==> config.mk <==
export PLATFORM = sky130hd
export DESIGN_NAME = systolic_feeder
export DESIGN_NICKNAME = d
export VERILOG_FILES = /design/src/rtl/systolic_pkg.sv /design/src/rtl/systolic_feeder_skew_line.sv /design/src/rtl/systolic_feeder.sv
export SDC_FILE = /design/constraint.sdc
export NUM_CORES = 1
export LEC_CHECK = 0
export ABC_AREA = 1
export BUFFER_PORTS_ARGS = -buffer_cell sky130_fd_sc_hd__buf_2
export CAP_MARGIN = 20
export CORE_MARGIN = 2
export CORE_UTILIZATION = 51
export DETAILED_ROUTE_END_ITERATION = 6
export PLACE_DENSITY = 0.85
export SYNTH_ARGS = -nofsm -noshare
export SYNTH_HDL_FRONTEND = slang
export SYNTH_SLANG_ARGS = --single-unit
export TNS_END_PERCENT = 1
==> constraint.sdc <==
create_clock -name clk -period 4.4 [get_ports clk]
set_clock_uncertainty 0.15 [all_clocks]
set_input_delay 0.88 -clock clk [delete_from_list [all_inputs] [get_ports clk]]
set_output_delay 0.88 -clock clk [all_outputs]
set_load 0.005 [all_outputs]
==> src/rtl/systolic_pkg.sv <==
// Shared state encoding and sizing helpers for the systolic array front end.
package systolic_pkg;

    typedef enum logic [1:0] {
        W_COLLECT,
        W_LOAD,
        STREAM,
        DRAIN
    } state_t;

    localparam int DEF_DATA_WIDTH = 4;
    localparam int DEF_ARRAY_SIZE = 4;

    // Weight load occupies two cycles per row, minus the trailing bubble.
    function automatic int load_len(input int n);
        return 2 * n - 1;
    endfunction

    function automatic int row_width(input int n, input int dw);
        return n * dw;
    endfunction

    function automatic int cnt_width(input int n);
        return (load_len(n) > 1) ? $clog2(load_len(n)) : 1;
    endfunction

    function automatic int idx_width(input int n);
        return (n > 1) ? $clog2(n) : 1;
    endfunction

endpackage

==> src/rtl/systolic_feeder_skew_line.sv <==
// Fixed-depth shift register used to stagger one activation row.
module skew_line #(
    parameter int DEPTH      = 1,
    parameter int DATA_WIDTH = 4
) (
    input  logic                  clk,
    input  logic                  reset,
    input  logic [DATA_WIDTH-1:0] din,
    output logic [DATA_WIDTH-1:0] dout
);

    logic [DATA_WIDTH-1:0] sr [DEPTH];

    always_ff @(posedge clk or posedge reset) begin
        if (reset) begin
            for (int i = 0; i < DEPTH; i++) begin
                sr[i] <= '0;
            end
        end else begin
            sr[0] <= din;
            for (int i = 1; i < DEPTH; i++) begin
                sr[i] <= sr[i-1];
            end
        end
    end

    assign dout = sr[DEPTH-1];

endmodule

==> src/rtl/systolic_feeder.sv <==
// Weight loader and skewed activation streamer for a weight-stationary array.
//   state     | meaning
//   W_COLLECT | accepting weight rows into the bank
//   W_LOAD    | shifting the bank into the array, load high for 2N-1 cycles
//   STREAM    | accepting activation vectors, bubbles on idle cycles
//   DRAIN     | N cycles of bubbles after the last vector of a batch
module systolic_feeder
    import systolic_pkg::*;
#(
    parameter int DATA_WIDTH = DEF_DATA_WIDTH,
    parameter int ARRAY_SIZE = DEF_ARRAY_SIZE
) (
    input  logic                             clk,
    input  logic                             reset,
    input  logic                             w_valid,
    output logic                             w_ready,
    input  logic [ARRAY_SIZE*DATA_WIDTH-1:0] w_row,
    input  logic                             a_valid,
    output logic                             a_ready,
    input  logic [ARRAY_SIZE*DATA_WIDTH-1:0] a_row,
    input  logic                             a_last,
    output logic                             load,
    output logic [ARRAY_SIZE*DATA_WIDTH-1:0] pe_weight,
    output logic [ARRAY_SIZE*DATA_WIDTH-1:0] pe_val,
    output logic                             res_valid,
    output logic                             busy
);

    localparam int ROW_W    = row_width(ARRAY_SIZE, DATA_WIDTH);
    localparam int LOAD_LEN = load_len(ARRAY_SIZE);
    localparam int CW       = cnt_width(ARRAY_SIZE);
    localparam int HW       = CW - 1;
    localparam int RW       = idx_width(ARRAY_SIZE);

    state_t            state, state_nx;
    logic [RW-1:0]     rcnt, rcnt_nx;
    logic [CW-1:0]     tmr, tmr_nx;
    logic [ROW_W-1:0]  bank [ARRAY_SIZE];
    logic              load_nx, w_ready_nx, a_ready_nx, busy_nx;
    logic [ROW_W-1:0]  wt_nx;
    logic              w_fire, a_fire;
    logic [ROW_W-1:0]  skew_in;
    logic [ARRAY_SIZE:0] rv_pipe;

    assign w_fire = w_valid && w_ready;
    assign a_fire = a_valid && a_ready;

    always_ff @(posedge clk or posedge reset) begin
        if (reset) begin
            state <= W_COLLECT;
            rcnt  <= '0;
            tmr   <= '0;
        end else begin
            state <= state_nx;
            rcnt  <= rcnt_nx;
            tmr   <= tmr_nx;
        end
    end

    always_comb begin
        state_nx = state;
        rcnt_nx  = rcnt;
        tmr_nx   = tmr;
        unique case (state)
            W_COLLECT: begin
                if (w_fire) begin
                    if (rcnt == RW'(ARRAY_SIZE - 1)) begin
                        state_nx = W_LOAD;
                        rcnt_nx  = '0;
                        tmr_nx   = CW'(LOAD_LEN - 1);
                    end else begin
                        rcnt_nx = rcnt + 1'b1;
                    end
                end
            end
            W_LOAD: begin
                if (tmr == '0) begin
                    state_nx = STREAM;
                end else begin
                    tmr_nx = tmr - 1'b1;
                end
            end
            STREAM: begin
                if (a_fire && a_last) begin
                    state_nx = DRAIN;
                    tmr_nx   = CW'(ARRAY_SIZE - 1);
                end
            end
            DRAIN: begin
                if (tmr == '0) begin
                    state_nx = W_COLLECT;
                end else begin
                    tmr_nx = tmr - 1'b1;
                end
            end
            default: state_nx = W_COLLECT;
        endcase

        load_nx    = (state_nx == W_LOAD);
        w_ready_nx = (state_nx == W_COLLECT);
        a_ready_nx = (state_nx == STREAM);
        busy_nx    = !((state_nx == W_COLLECT) && (rcnt_nx == '0));

        // Remaining-cycle count m: even m carries bank[m/2], odd m is a bubble.
        // The first load cycle needs the row being accepted right now.
        wt_nx = '0;
        if ((state_nx == W_LOAD) && !tmr_nx[0]) begin
            if (state == W_COLLECT) begin
                wt_nx = w_row;
            end else begin
                for (int i = 0; i < ARRAY_SIZE; i++) begin
                    if (tmr_nx[CW-1:1] == HW'(i)) begin
                        wt_nx = bank[i];
                    end
                end
            end
        end
    end

    always_ff @(posedge clk or posedge reset) begin
        if (reset) begin
            load      <= 1'b0;
            w_ready   <= 1'b0;
            a_ready   <= 1'b0;
            busy      <= 1'b0;
            pe_weight <= '0;
            for (int i = 0; i < ARRAY_SIZE; i++) begin
                bank[i] <= '0;
            end
        end else begin
            load      <= load_nx;
            w_ready   <= w_ready_nx;
            a_ready   <= a_ready_nx;
            busy      <= busy_nx;
            pe_weight <= wt_nx;
            if (w_fire) begin
                bank[rcnt] <= w_row;
            end
        end
    end

    // Issue flop plus the N-stage column latency of the array.
    always_ff @(posedge clk or posedge reset) begin
        if (reset) begin
            rv_pipe <= '0;
        end else begin
            rv_pipe <= {rv_pipe[ARRAY_SIZE-1:0], a_fire};
        end
    end

    assign res_valid = rv_pipe[ARRAY_SIZE];
    assign skew_in   = a_fire ? a_row : '0;

    for (genvar r = 0; r < ARRAY_SIZE; r++) begin : g_skew
        skew_line #(
            .DEPTH      (r + 1),
            .DATA_WIDTH (DATA_WIDTH)
        ) u_skew (
            .clk   (clk),
            .reset (reset),
            .din   (skew_in[r*DATA_WIDTH +: DATA_WIDTH]),
            .dout  (pe_val[r*DATA_WIDTH +: DATA_WIDTH])
        );
    end

endmodule

==> reports/qor.txt, run 1 <==
Pint -> 3220 µW
Reg clk slew, reported paths -> 0.06 ns
FMAX -> 343 MHz
Worst VDD drop -> 0.359 mV
final worst path period share -> 66.3%
DR vias -> 4,332
die area -> 11,800 µm²
CTS tree -> built
Syn Nets -> 642
max-slew violations -> 0
Max H-tree Level -> 4
drt total wl -> 12,600 µm
share of layout cells above drive strength 1 -> 20.7%
Max-Slew Margin vs Limit -> 31.9%
Worst Tran Pin Value -> 1.02 ns
# rows -> 38
Worst Setup Start Kind -> register
# fillers -> 785
total CTS buffers -> 17
met2 GRT Util -> 37.9%
status -> completed
TNS Setup -> 0 ns
clk sinks -> 136
synthesized instance count -> 599
Max FO, Critical Path -> 33
Worst Setup End Kind -> register
Clock Path Buffers -> 2
Clock Power Share -> 31.1%
Max stage delay on crit path -> 0.57 ns
Seq pwr share -> 36.7%
Initial Utilization -> 51.9%
maxcap violations -> 0
average routed wire per standard cell -> 15.6 µm
combinational power share -> 32.2%
M1 GR Usage -> 28.4%
first-pass GRT wire length -> 20,600 µm
global route overflow -> 0
Final setup viols -> 0
CP required -> 4.69 ns
LEAKAGE -> 0.00355 µW
CP delay by family, top -> simple AND/OR/NAND/NOR gates
postcts setup bufs -> 0
post-synthesis register bit count -> 136
most frequent CP cell -> nand2_1
pin count of the biggest net entering global routing -> 85
unrepaired setup endpoints after global routing -> no
final hold violation count -> 0
CP max-delay cell -> nand3_2
DRT Pass-1 Iters -> 5
NetSw -> 1830 µW
power per cell area -> 761 nW/µm²
post-route minimum period -> 2.92 ns
clock root buffer -> clkbuf_8
number of synthesized flops with an enable pin -> 0
Top Usage Layer GRT -> met2
GPL Wtd Cong -> 0.833
post-route core utilization -> 61.4%
Seq/Total Area, Yosys -> 60.8%
DR iter-0 viols -> 422
Net count, final -> 700
worst-skew pair later-pin latency -> 0.53 ns
die height -> 109 µm
vias in the first global route -> 4,325
Post-CTS Resized -> 0
Post-DRT Antenna Nets -> 0
GRT Overall Usage -> 23.0%
switching share of power -> 36.2%
Worst EP arrival -> 3.21 ns
M3 GR Usage -> 6.16%
Yosys warning count -> 0
port bufs -> 73
crit path kind -> register to register
ant diodes -> 0
count of cell types in the netlist -> 25
dominant synthesized flop cell -> dfrtp_1
cts-stage hold buffer count -> 0
Final HPWL DP -> 7360 µm
synthesized area per cell -> 9.34 µm²
synthesized cell area -> 5600 µm²
DRC viols -> 0
CP Cell Sequence -> ha_1, nand3_1, buf_4, nand2_1, nand2_1, nand3_2, nand2_1, or2_0, nand2_1, a21oi_1
DR vias/cell -> 5.35
HP Class -> register to register
initial antenna violation count -> 0
Syn-to-layout area delta -> 18.5%
Worst Path Buf+Inv -> 1
FFs w/ async S/R, synth -> 100%
Ports -> 74
Die W -> 109 µm
Placeable Area -> 10,800 µm²
-- synthesized netlist by cell type (3+ instances only) --
cell | n | area, µm²
nand3_1 | 42 | 210
inv_2 | 7 | 26.3
dfrtp_1 | 136 | 3400
o21ai_1 | 7 | 35.0
or2_2 | 10 | 62.6
buf_4 | 19 | 143
nor2_2 | 4 | 25.0
ha_1 | 6 | 75.1
nor2_1 | 24 | 90.1
a21oi_1 | 14 | 70.1
o21ai_0 | 68 | 340
inv_1 | 71 | 267
clkbuf_1 | 14 | 52.6
o211ai_1 | 16 | 120
nand2_1 | 140 | 526
nand2_2 | 3 | 18.8
or2_0 | 5 | 31.3
-- placed cells by master, fill, tap and decap left out, types with 2 or more instances in the layout --
cell type   synthesis  routed
or2_0               5       5
ha_1                6       6
buf_4              19       3
or2_2              10      10
clkbuf_8            0       2
dfrtp_1           136     136
nand2_2             3       3
a21oi_1            14      14
nand2_1           140     140
inv_1              71      70
nor2_2              4       4
inv_2               7       7
nand4_1             2       2
bufinv_16           0       6
clkinvlp_4          0       4
nand3_1            42      42
clkinv_2            0       5
o21ai_0            68      68
nor2_1             24      24
o21ai_1             7       7
nand3_2             2       2
buf_2               2      73
clkbuf_16           0      16
o211ai_1           16      16
-- power groups by stage --
stage | logic, µW | clock network, µW | registers (µW)
floorplan | 1220 | 0 | 1810
global placement | 1440 | 0 | 1830
detailed placement | 1530 | 0 | 1860
CTS | 1570 | 1580 | 1850
global route | 1820 | 1640 | 1890
finish | 1630 | 1570 | 1850
-- cell families (layout without fill, tap and decap cells) --
kind of cell	after synthesis	after routing	share of synthesized area, %
adder cells (fa/ha/maj)	6	6	1.34
AND/OR/NAND/NOR	233	233	18.0
buffers and inverters	117	188	9.43
AO/OA/AOI/OAI	106	106	10.3
XOR/XNOR	1	1	0.157
flip-flops	136	136	60.8
-- path summary, 6_finish.rpt --
kind	slack, ns	depth (start not counted)	from	to
hold / removal	0.20	0	g_skew[2].u_skew.sr[5]	g_skew[2].u_skew.dout[1]
setup reg to reg	1.48	10	rcnt[0]	pe_weight[11]
setup / recovery	1.48	10	rcnt[0]	pe_weight[11]
max in group asynchronous	3.13	3	reset	bank[20]
min in group asynchronous	0.21	2	reset	g_skew[3].u_skew.sr[5]
hold reg to reg	0.20	0	g_skew[2].u_skew.sr[5]	g_skew[2].u_skew.dout[1]
-- final cells by class --
class / count / area [µm²] / area share, %
inverters: 78 / 297 / 4.47
flip-flops and latches: 136 / 3400 / 51.3
clock inverters: 14 / 228 / 3.43
well taps: 140 / 175 / 2.64
repair buffers: 78 / 435 / 6.57
multi-input cells: 346 / 1670 / 25.1
clock buffers: 18 / 428 / 6.45
-- worst reg2reg max path, stage by stage (launching register included) --
cell and delay (ns):
dfrtp_1 0.42, ha_1 0.25, nand3_1 0.09, buf_4 0.30, nand2_1 0.09, nand2_1 0.16, nand3_2 0.57, nand2_1 0.42
or2_0 0.15, nand2_1 0.07, a21oi_1 0.17
-- layer usage --
| metal | share of wire [%] | routed length, µm |
|---|---|---|
| met5 | 0 | 0 |
| met4 | 2.6 | 333 |
| met3 | 5.6 | 702 |
| met2 | 52 | 6610 |
| met1 | 40 | 4990 |
-- flip-flops by register name (all words and copies together) (netlist names) --
register and count:
bank 64, pe_weight 16, rcnt 2, g_skew.u_skew.dout 16, g_skew.u_skew.sr 24, state 2
load 1, a_ready 1, rv_pipe 5, busy 1, tmr 3, w_ready 1
-- through the flow --
step | instances | cell area [µm²] | hold slack, ns | setup slack, ns | power, µW
after floorplan | 599 | 5600 | 0.181 | 1.68 | 3030
after global placement | 777 | 5950 | 0.182 | 1.39 | 3270
after detailed placement | 777 | 5950 | 0.186 | 1.25 | 3390
after CTS | 809 | 6600 | 0.198 | 1.54 | 5010
after global routing | 810 | 6630 | 0.203 | 1.32 | 5350
final | 810 | 6630 | 0.199 | 1.48 | 5050
Power figures use the tool's default switching activity.
==> run 2: changes to the inputs <==
- PLACE_DENSITY: 0.85 -> 0.82
- clock period: 4.4 -> 2.9 ns (I/O delays scaled with it)
==> reports/qor.txt, run 2 (synthesized netlist as in run 1, its figures left out) <==
status -> completed
Ports -> 74 (unchanged)
Initial Utilization -> 51.9% (unchanged)
# rows -> 38 (unchanged)
FMAX -> 436 MHz (+27%)
LEAKAGE -> 0.00358 µW (+0.71%)
Most flops, register -> bank
Post-CTS Resized -> 0 (unchanged)
DRT Pass-1 Iters -> 5 (unchanged)
max-slew violations -> 0 (unchanged)
DR vias -> 4,297 (-0.81%)
initial antenna violation count -> 0 (unchanged)
Placeable Area -> 10,800 µm² (unchanged)
unrepaired setup endpoints after global routing -> no
DRC viols -> 0 (unchanged)
most frequent cells in the layout -> 140 x nand2_1, 136 x dfrtp_1, 73 x buf_2
DR vias/cell -> 5.25 (-1.8%)
Max H-tree Level -> 4 (unchanged)
Clock Path Buffers -> 2 (unchanged)
Worst Setup Start Kind -> register
clk sinks -> 136 (unchanged)
Max-Slew Margin vs Limit -> 60.3% (+28 points)
largest registers -> bank (64), g_skew.u_skew.sr (24)
share of layout cells above drive strength 1 -> 21.2% (+0.49 points)
NetSw -> 2680 µW (+46%)
clock root buffer -> clkbuf_8
maxcap violations -> 0 (unchanged)
Final setup viols -> 0 (unchanged)
pin count of the biggest net entering global routing -> 55 (-35%)
GRT Overall Usage -> 23.1% (+0.14 points)
Worst VDD drop -> 0.445 mV (+24%)
HP Class -> input port to register
GPL Wtd Cong -> 0.830 (-0.46%)
worst-skew pair later-pin latency -> 0.53 ns (about the same)
first-pass GRT wire length -> 20,800 µm (+1.0%)
most common library cell in the layout ignoring fill and taps -> nand2_1
CTS tree -> built
power per cell area -> 1120 nW/µm² (+48%)
drt total wl -> 12,300 µm (-2.5%)
Syn-to-layout area delta -> 19.0%
post-route setup slack -> 0.607 ns (-0.877 ns)
combinational power share -> 32.7% (+0.5 points)
port bufs -> 73 (unchanged)
worst r2r src -> rcnt[0]
Pint -> 4810 µW (+49%)
total CTS buffers -> 17 (unchanged)
Worst Setup End Kind -> register
final hold violation count -> 0 (unchanged)
post-route minimum period -> 2.29 ns (-0.623 ns)
Worst Tran Pin Value -> 0.594 ns (-0.425 ns)
crit path kind -> register to register
Max FO, Critical Path -> 14 (-58%)
Post-DRT Antenna Nets -> 0 (unchanged)
Worst EP arrival -> 2.55 ns (-0.66 ns)
switching share of power -> 35.8% (-0.47 points)
Net count, final -> 709 (+1.3%)
die height -> 109 µm (unchanged)
global route overflow -> 0 (unchanged)
vias in the first global route -> 4,410 (+2.0%)
ant diodes -> 0 (unchanged)
Worst Setup SP -> rcnt[0]
Clock Power Share -> 29.9% (-1.2 points)
dpl ws -> 0.344 ns (-0.904 ns)
Die W -> 109 µm (unchanged)
Reg clk slew, reported paths -> 0.06 ns (about the same)
max reg flops -> 64 (unchanged)
launch point of the worst hold path -> a_row[13]
TNS Setup -> 0 ns (unchanged)
Seq pwr share -> 37.3% (+0.6 points)
CP required -> 3.16 ns (-1.53 ns)
final worst path period share -> 79.1% (+13 points)
die area -> 11,800 µm² (unchanged)
DR iter-0 viols -> 412 (-2.4%)
# fillers -> 816 (+3.9%)
average routed wire per standard cell -> 15.1 µm (-3.5%)
Final HPWL DP -> 7580 µm (+3.0%)
run 2: cell count changes in the layout (fill, tap and decap cells not counted), sizes merged:
| cell | change |
|---|---|
| clkbuf | +5 |
| buf | +8 |
| clkinvlp | -2 |
| dlygate4sd3 | +1 |
| clkinv | -2 |
| bufinv | -2 |
run 2: worst max-delay path, stage by stage, from the launching register on:
cell and delay (ns):
dfrtp_1 0.42, ha_1 0.26, nand3_1 0.13, nand2_1 0.07
nand2_1 0.15, nand3_2 0.32, buf_4 0.30, o21ai_1 0.15
nand2_1 0.08, nand2_1 0.06, a21oi_1 0.07
run 2: final timing paths:
path	endpoint	slack [ns]	cells past startpoint
min in group asynchronous	pe_weight[13]	0.52	3
worst min-delay path	g_skew[3].u_skew.sr[13]	0.11	3
max in group asynchronous	g_skew[1].u_skew.sr[6]	1.44	4
worst max-delay path	pe_weight[3]	0.61	10
worst max register to register	pe_weight[3]	0.61	10
worst min register to register	g_skew[3].u_skew.sr[6]	0.20	0
run 2: power by group through the flow:
| stage | clock network, µW | registers, µW | logic [µW] |
|---|---|---|---|
| floorplan | 0 | 2750 | 1840 |
| global placement | 0 | 2770 | 2280 |
| detailed placement | 0 | 2810 | 2400 |
| CTS | 2260 | 2790 | 2450 |
| global route | 2360 | 2870 | 2790 |
| finish | 2240 | 2800 | 2450 |
run 2: metal layers:
metal | track usage, % | vias to the layer above | share of wire (%)
met3 | 5.50 | 28 | 6.3
met2 | 38.3 | 152 | 52
li1 | - | 2013 | -
met4 | 11.1 | 0 | 2.2
met1 | 28.7 | 2104 | 40
met5 | 0 | - | 0
run 2: through the flow:
stage                     std cells  util (%)  total power [µW]  hold WS [ns]  instance area, µm²
after floorplan                 599         -              4590         0.181                5600
after global placement          786      55.9              5050         0.182                6030
after detailed placement        786      55.9              5210         0.185                6030
after CTS                       818      61.7              7500        0.0952                6660
after global routing            818      61.7              8010         0.104                6660
final                           818      61.7              7490         0.111                6660
run 2: layout make-up:
cell class	instances	area [µm²]	area share (%)
Timing Repair Buffer	87	498	7.48
Tap cell	140	175	2.63
Inverter	78	297	4.45
Sequential cell	136	3400	51.1
Multi-Input combinational cell	346	1670	25.0
Clock buffer	23	477	7.16
Clock inverter	8	143	2.14
run 2: what timing repair did:
action                                  CTS  global route
hold endpoints to repair                 21             0
hold buffers                              1             0
buffers inserted                          0             0
endpoints found under the setup margin    0             0
